**src/rtl/riscv_trap_ctrl.sv**
```systemverilog
// Machine-mode trap sequencer: arbitrates exceptions, interrupts and MRET,
// sequences the CSR capture and mstatus updates, then redirects fetch.
module riscv_trap_ctrl #(
  parameter logic [31:0] MTVEC = 32'h8000_0004
) (
  input  logic        clk,
  input  logic        rst,
  input  logic        exc_valid_i,
  input  logic [31:0] exc_cause_i,
  input  logic [31:0] exc_pc_i,
  input  logic [31:0] exc_tval_i,
  input  logic        boundary_i,
  input  logic [31:0] next_pc_i,
  input  logic        mret_i,
  input  logic        meip_i,
  input  logic        mtip_i,
  input  logic        mstatus_mie_i,
  input  logic        meie_i,
  input  logic        mtie_i,
  input  logic [31:0] mepc_i,
  output logic        stall_o,
  output logic        csr_we_o,
  output logic [31:0] mepc_o,
  output logic [31:0] mcause_o,
  output logic [31:0] mtval_o,
  output logic        mstatus_enter_o,
  output logic        mstatus_exit_o,
  output logic        redirect_o,
  output logic [31:0] redirect_pc_o,
  output logic        busy_o
);
  localparam int unsigned XLEN = 32;
  localparam logic [XLEN-1:0] CAUSE_MEI = 32'h8000_000B;
  localparam logic [XLEN-1:0] CAUSE_MTI = 32'h8000_0007;
  localparam logic [XLEN-1:0] PC_MASK   = ~XLEN'(1);

  typedef enum logic [1:0] {IDLE, ENTER, TVEC, EXIT} state_e;

  state_e          state_q, state_d;
  logic [XLEN-1:0] mepc_q, mepc_d, mcause_q, mcause_d, mtval_q, mtval_d;
  logic [XLEN-1:0] redirect_pc_q, redirect_pc_d;
  logic            csr_we_q, csr_we_d, enter_q, enter_d, exit_q, exit_d;
  logic            redirect_q, redirect_d, busy_q, busy_d;
  logic            idle_c, take_exc_c, take_mret_c, take_ext_c, take_tmr_c;
  logic [XLEN-1:0] exc_mtval_c;

  // Fixed priority: exception > MRET > external > timer; only sampled in IDLE
  assign idle_c      = (state_q == IDLE);
  assign take_exc_c  = idle_c & exc_valid_i;
  assign take_mret_c = idle_c & ~exc_valid_i & mret_i;
  assign take_ext_c  = idle_c & ~exc_valid_i & ~mret_i & boundary_i & mstatus_mie_i
                     & meie_i & meip_i;
  assign take_tmr_c  = idle_c & ~exc_valid_i & ~mret_i & boundary_i & mstatus_mie_i
                     & mtie_i & mtip_i & ~(meie_i & meip_i);

  assign stall_o = ~idle_c | take_exc_c | take_mret_c | take_ext_c | take_tmr_c;

  always_comb begin
    case (exc_cause_i)
      32'd0, 32'd1, 32'd2, 32'd4, 32'd5, 32'd6, 32'd7: exc_mtval_c = exc_tval_i;
      32'd3:   exc_mtval_c = exc_pc_i;
      default: exc_mtval_c = '0;
    endcase
  end

  always_comb begin
    state_d       = state_q;
    mepc_d        = mepc_q;
    mcause_d      = mcause_q;
    mtval_d       = mtval_q;
    csr_we_d      = 1'b0;
    enter_d       = 1'b0;
    exit_d        = 1'b0;
    redirect_d    = 1'b0;
    redirect_pc_d = '0;
    case (state_q)
      IDLE: begin
        if (take_exc_c) begin
          state_d  = ENTER;
          mepc_d   = exc_pc_i & PC_MASK;
          mcause_d = exc_cause_i;
          mtval_d  = exc_mtval_c;
        end else if (take_mret_c) begin
          state_d = EXIT;
        end else if (take_ext_c) begin
          state_d  = ENTER;
          mepc_d   = next_pc_i & PC_MASK;
          mcause_d = CAUSE_MEI;
          mtval_d  = '0;
        end else if (take_tmr_c) begin
          state_d  = ENTER;
          mepc_d   = next_pc_i & PC_MASK;
          mcause_d = CAUSE_MTI;
          mtval_d  = '0;
        end
      end
      ENTER:   state_d = TVEC;
      TVEC:    state_d = IDLE;
      EXIT:    state_d = IDLE;
      default: state_d = IDLE;
    endcase
    // Strobes are registered against the state they belong to
    case (state_d)
      ENTER: begin
        csr_we_d = 1'b1;
        enter_d  = 1'b1;
      end
      TVEC: begin
        redirect_d    = 1'b1;
        redirect_pc_d = MTVEC;
      end
      EXIT: begin
        exit_d        = 1'b1;
        redirect_d    = 1'b1;
        redirect_pc_d = mepc_i & PC_MASK;
      end
      default: ;
    endcase
    busy_d = (state_d != IDLE);
  end

  always_ff @(posedge clk) begin
    if (rst) begin
      state_q       <= IDLE;
      mepc_q        <= '0;
      mcause_q      <= '0;
      mtval_q       <= '0;
      csr_we_q      <= 1'b0;
      enter_q       <= 1'b0;
      exit_q        <= 1'b0;
      redirect_q    <= 1'b0;
      redirect_pc_q <= '0;
      busy_q        <= 1'b0;
    end else begin
      state_q       <= state_d;
      mepc_q        <= mepc_d;
      mcause_q      <= mcause_d;
      mtval_q       <= mtval_d;
      csr_we_q      <= csr_we_d;
      enter_q       <= enter_d;
      exit_q        <= exit_d;
      redirect_q    <= redirect_d;
      redirect_pc_q <= redirect_pc_d;
      busy_q        <= busy_d;
    end
  end

  assign csr_we_o        = csr_we_q;
  assign mepc_o          = mepc_q;
  assign mcause_o        = mcause_q;
  assign mtval_o         = mtval_q;
  assign mstatus_enter_o = enter_q;
  assign mstatus_exit_o  = exit_q;
  assign redirect_o      = redirect_q;
  assign redirect_pc_o   = redirect_pc_q;
  assign busy_o          = busy_q;
endmodule

```
**config.mk**
```make
export PLATFORM = sky130hd
export DESIGN_NAME = riscv_trap_ctrl
export DESIGN_NICKNAME = d
export VERILOG_FILES = /design/src/rtl/riscv_trap_ctrl.sv
export SDC_FILE = /design/constraint.sdc
export NUM_CORES = 1
export LEC_CHECK = 0
export BUFFER_PORTS_ARGS = -buffer_cell sky130_fd_sc_hd__buf_2
export CORE_AREA = 5 5 116 118
export DETAILED_ROUTE_END_ITERATION = 16
export DIE_AREA = 0 0 121 123
export PLACE_DENSITY = 0.75
export SYNTH_ARGS = -nofsm -noshare
export SYNTH_HDL_FRONTEND = slang
export SYNTH_SLANG_ARGS = --single-unit
```
**constraint.sdc**
```tcl
create_clock -name clk -period 2.5 [get_ports clk]
set_clock_uncertainty 0.2 [all_clocks]
set_input_delay 0.75 -clock clk [delete_from_list [all_inputs] [get_ports clk]]
set_output_delay 0.75 -clock clk [all_outputs]
set_load 0.02 [all_outputs]
```
==> Flow_metrics.wiki <==
{| class="wikitable"
! Metric !! Value
|-
| Type of the setup path with the least slack || in2out
|-
| Total congestion overflow after global routing || 0
|-
| Worst-skew pair later-pin latency || 0.40 ns
|-
| Most used cells in the layout excluding fill and tap cells || buf_2 (299), dfxtp_1 (131), nor2_1 (71), and2_1 (61), nor3_1 (37)
|-
| Ports || 304
|-
| First-pass GRT wire length || 25.0 mm
|-
| Most frequently used flop master after synthesis || dfxtp_1
|-
| IR drop worst, VDD || 0.000458 V
|-
| Clock tree from TritonCTS || built
|-
| Die Wd || 121 um
|-
| Largest fanout on the critical path || 4
|-
| Total core area || 12,400 sq um
|-
| Vias in the first global route || 4,949
|-
| Most common library cell in the layout ignoring fill and taps || buf_2
|-
| Outcome || finished, final reports clean
|-
| Total setup violations reported at the end of the flow || 0
|-
| Final #Nets || 973
|-
| Per-instance average area after synthesis || 9.66 sq um
|-
| Crit path DAT || 1.42 ns
|-
| Slew Viols, Final || 0
|-
| Worst-path clk slew || 0.05 ns
|-
| Die Height || 123 um
|-
| Number of antenna violations at the first check in global routing || 0
|-
| Combined area of the multi-input logic cells || 2120 sq um
|-
| Count of flip-flops with a built-in enable after synthesis || 0
|-
| GR Util met2 || 0.362
|-
| FF/Latch Area || 2620 sq um
|-
| Critical path capture point type || output port
|-
| Vias after detailed routing || 4,888
|-
| Max clock buf depth || 2
|-
| Syn-to-layout area delta || 49.5%
|-
| Highest Clock Rate || 422 MHz
|-
| Met1 usage || 0.250
|-
| Met3 Track Usage GR || 0.0627
|-
| Sinks on Clock Net || 131
|-
| Starting Density || 0.394
|-
| Slew of the pin with the lowest slew margin || 0.644 ns
|-
| Flop and latch count out of synthesis || 131
|-
| Time the worst path needs with I/O delays and setup || 2.37 ns
|-
| Leakage component of the power || 3.51 nW
|-
| Number of maximum-capacitance violations || 0
|-
| Drt via density || 4.95
|-
| GR peak layer || met2
|-
| Sequential share of the synthesized area || 0.539
|-
| Number of distinct standard cells referenced by the synthesized netlist || 35
|-
| Hold violation total from the final report || 0
|-
| Pre-antenna DRT Iters || 5
|-
| Final cycle utilization of the critical path || 0.949
|-
| Number of placement rows || 41
|-
| CTS H-tree lvls || 4
|-
| Post-Syn Instances || 504
|-
| Data required, critical path || 1.55 ns
|-
| Final TNS setup || 0 ns
|-
| Critical path startpoint category || input pin
|-
| DRC Markers || 0
|-
| Starting DRC count in detailed routing || 314
|-
| Unrepaired setup endpoints after global routing || false
|-
| Setup slack after placement || -0.0253 ns
|-
| Number of filler cells placed in the layout || 1,132
|-
| Total clock buffers created by CTS || 17
|-
| Placer's final routability congestion estimate || 0.816
|-
| Maximum number of pins on one net before global-route repair || 58
|-
| GRT Total Usage || 0.216
|-
| Average wire length per cell after detail routing || 16.9 um
|-
| Kind of path behind the tightest hold check || reg2reg
|-
| Power density relative to cell area || 744 nW/um^2
|-
| Port-buffer cells || 299
|-
| Yosys synthesis warning count || 0
|-
| Total Die Area || 14,900 sq um
|-
| Fraction of synthesis flops using an asynchronous set or reset pin || 0
|-
| Ant. Diodes || 0
|-
| Slew HR || 0.571
|-
| Power after layout || 5.42 mW
|-
| Setup WS post-layout || 0.129 ns
|-
| Remaining number of nets flagged by the antenna check after routing || 0
|-
| Half-perimeter wire length after detailed placement || 12.5 mm
|-
| Final WL || 16.7 mm
|-
| Layout cell share with drive strength beyond 1 || 0.442
|-
| Cell area after synthesis || 4870 sq um
|-
| Clock Root Buffer || clkbuf_16
|-
| Post-CTS Hold Fix Bufs || 0
|}
## per-stage QoR
step	util	instance area, sq um	std cells	hold WS, ns
after floorplan	-	4870	505	0.329
after global placement	0.544	6730	956	0.238
after detailed placement	0.544	6730	956	0.247
after CTS	0.588	7270	988	0.255
after global routing	0.589	7280	988	0.271
final	0.589	7280	988	0.254
## flip-flops by register name, indices dropped and copies added (netlist names)
register and cells:
redirect_pc_o 31, mepc_o 31, mtval_o 32, state_q 2, mstatus_enter_o 1, mstatus_exit_o 1, mcause_o 32, busy_o 1
## worst max-delay path, stage by stage
cell and delay, ns:
buf_2 0.13, nor4_4 0.30, nand2_1 0.08, buf_2 0.17
## final timing paths
| kind | slack, ns | cells after the start | to | from |
|---|---|---|---|---|
| worst max register to register | 0.44 | 5 | mepc_o[21] | state_q[1] |
| worst min-delay path | 0.25 | 2 | mtval_o[0] | mtval_o[0] |
| worst min register to register | 0.25 | 2 | mtval_o[0] | mtval_o[0] |
| worst max-delay path | 0.13 | 4 | stall_o | mret_i |
## Yosys cell counts (2+ instances only)
cell,count,share of area
inv_1,2,0.0015
a211oi_1,33,0.051
and2_1,61,0.078
nand2_1,4,0.0031
and2_0,31,0.040
or2_1,2,0.0026
nor4_2,3,0.0077
clkbuf_1,24,0.019
dfxtp_1,131,0.54
nor3_1,37,0.038
o21a_1,3,0.0046
buf_2,15,0.015
nand4_1,2,0.0026
a22oi_1,27,0.042
nor4_1,7,0.0090
nor2_1,71,0.055
a221o_1,31,0.064
buf_4,3,0.0046
## power by group
part	internal (mW)	total, mW	switching [mW]
registers	2.21	2.27	0.0569
logic	0.365	0.906	0.540
clock network	1.30	2.25	0.947
## what timing repair did
action,4_1_cts,5_1_grt
endpoints found under the setup margin,0,1
buffers inserted,0,0
endpoints found under the hold margin,0,0
resized for setup,0,1
## kinds of logic after synthesis
| family | count (synthesis) | share of synthesized area |
|---|---|---|
| AO/OA/AOI/OAI | 102 | 0.172 |
| flip-flops | 131 | 0.539 |
| AND/OR/NAND/NOR | 224 | 0.246 |
| buffers and inverters | 45 | 0.0409 |
| multiplexers | 1 | 0.00206 |
| other | 1 | 0.000770 |
## routing by layer
| layer | vias to the layer above | wire [um] |
|---|---|---|
| met2 | 254 | 8110 |
| met4 | 0 | 587 |
| met1 | 2211 | 6360 |
| li1 | 2386 | - |
| met3 | 37 | 1650 |
| met5 | - | 0 |
## area by class of cell
type / instances / share of cell area
multi-input cells: 329 / 0.291
well taps: 172 / 0.0296
inverters: 2 / 0.00103
clock buffers: 18 / 0.0603
flip-flops and latches: 131 / 0.360
repair buffers: 322 / 0.243
clock inverters: 14 / 0.0144
(Power assumes the default switching activity.)
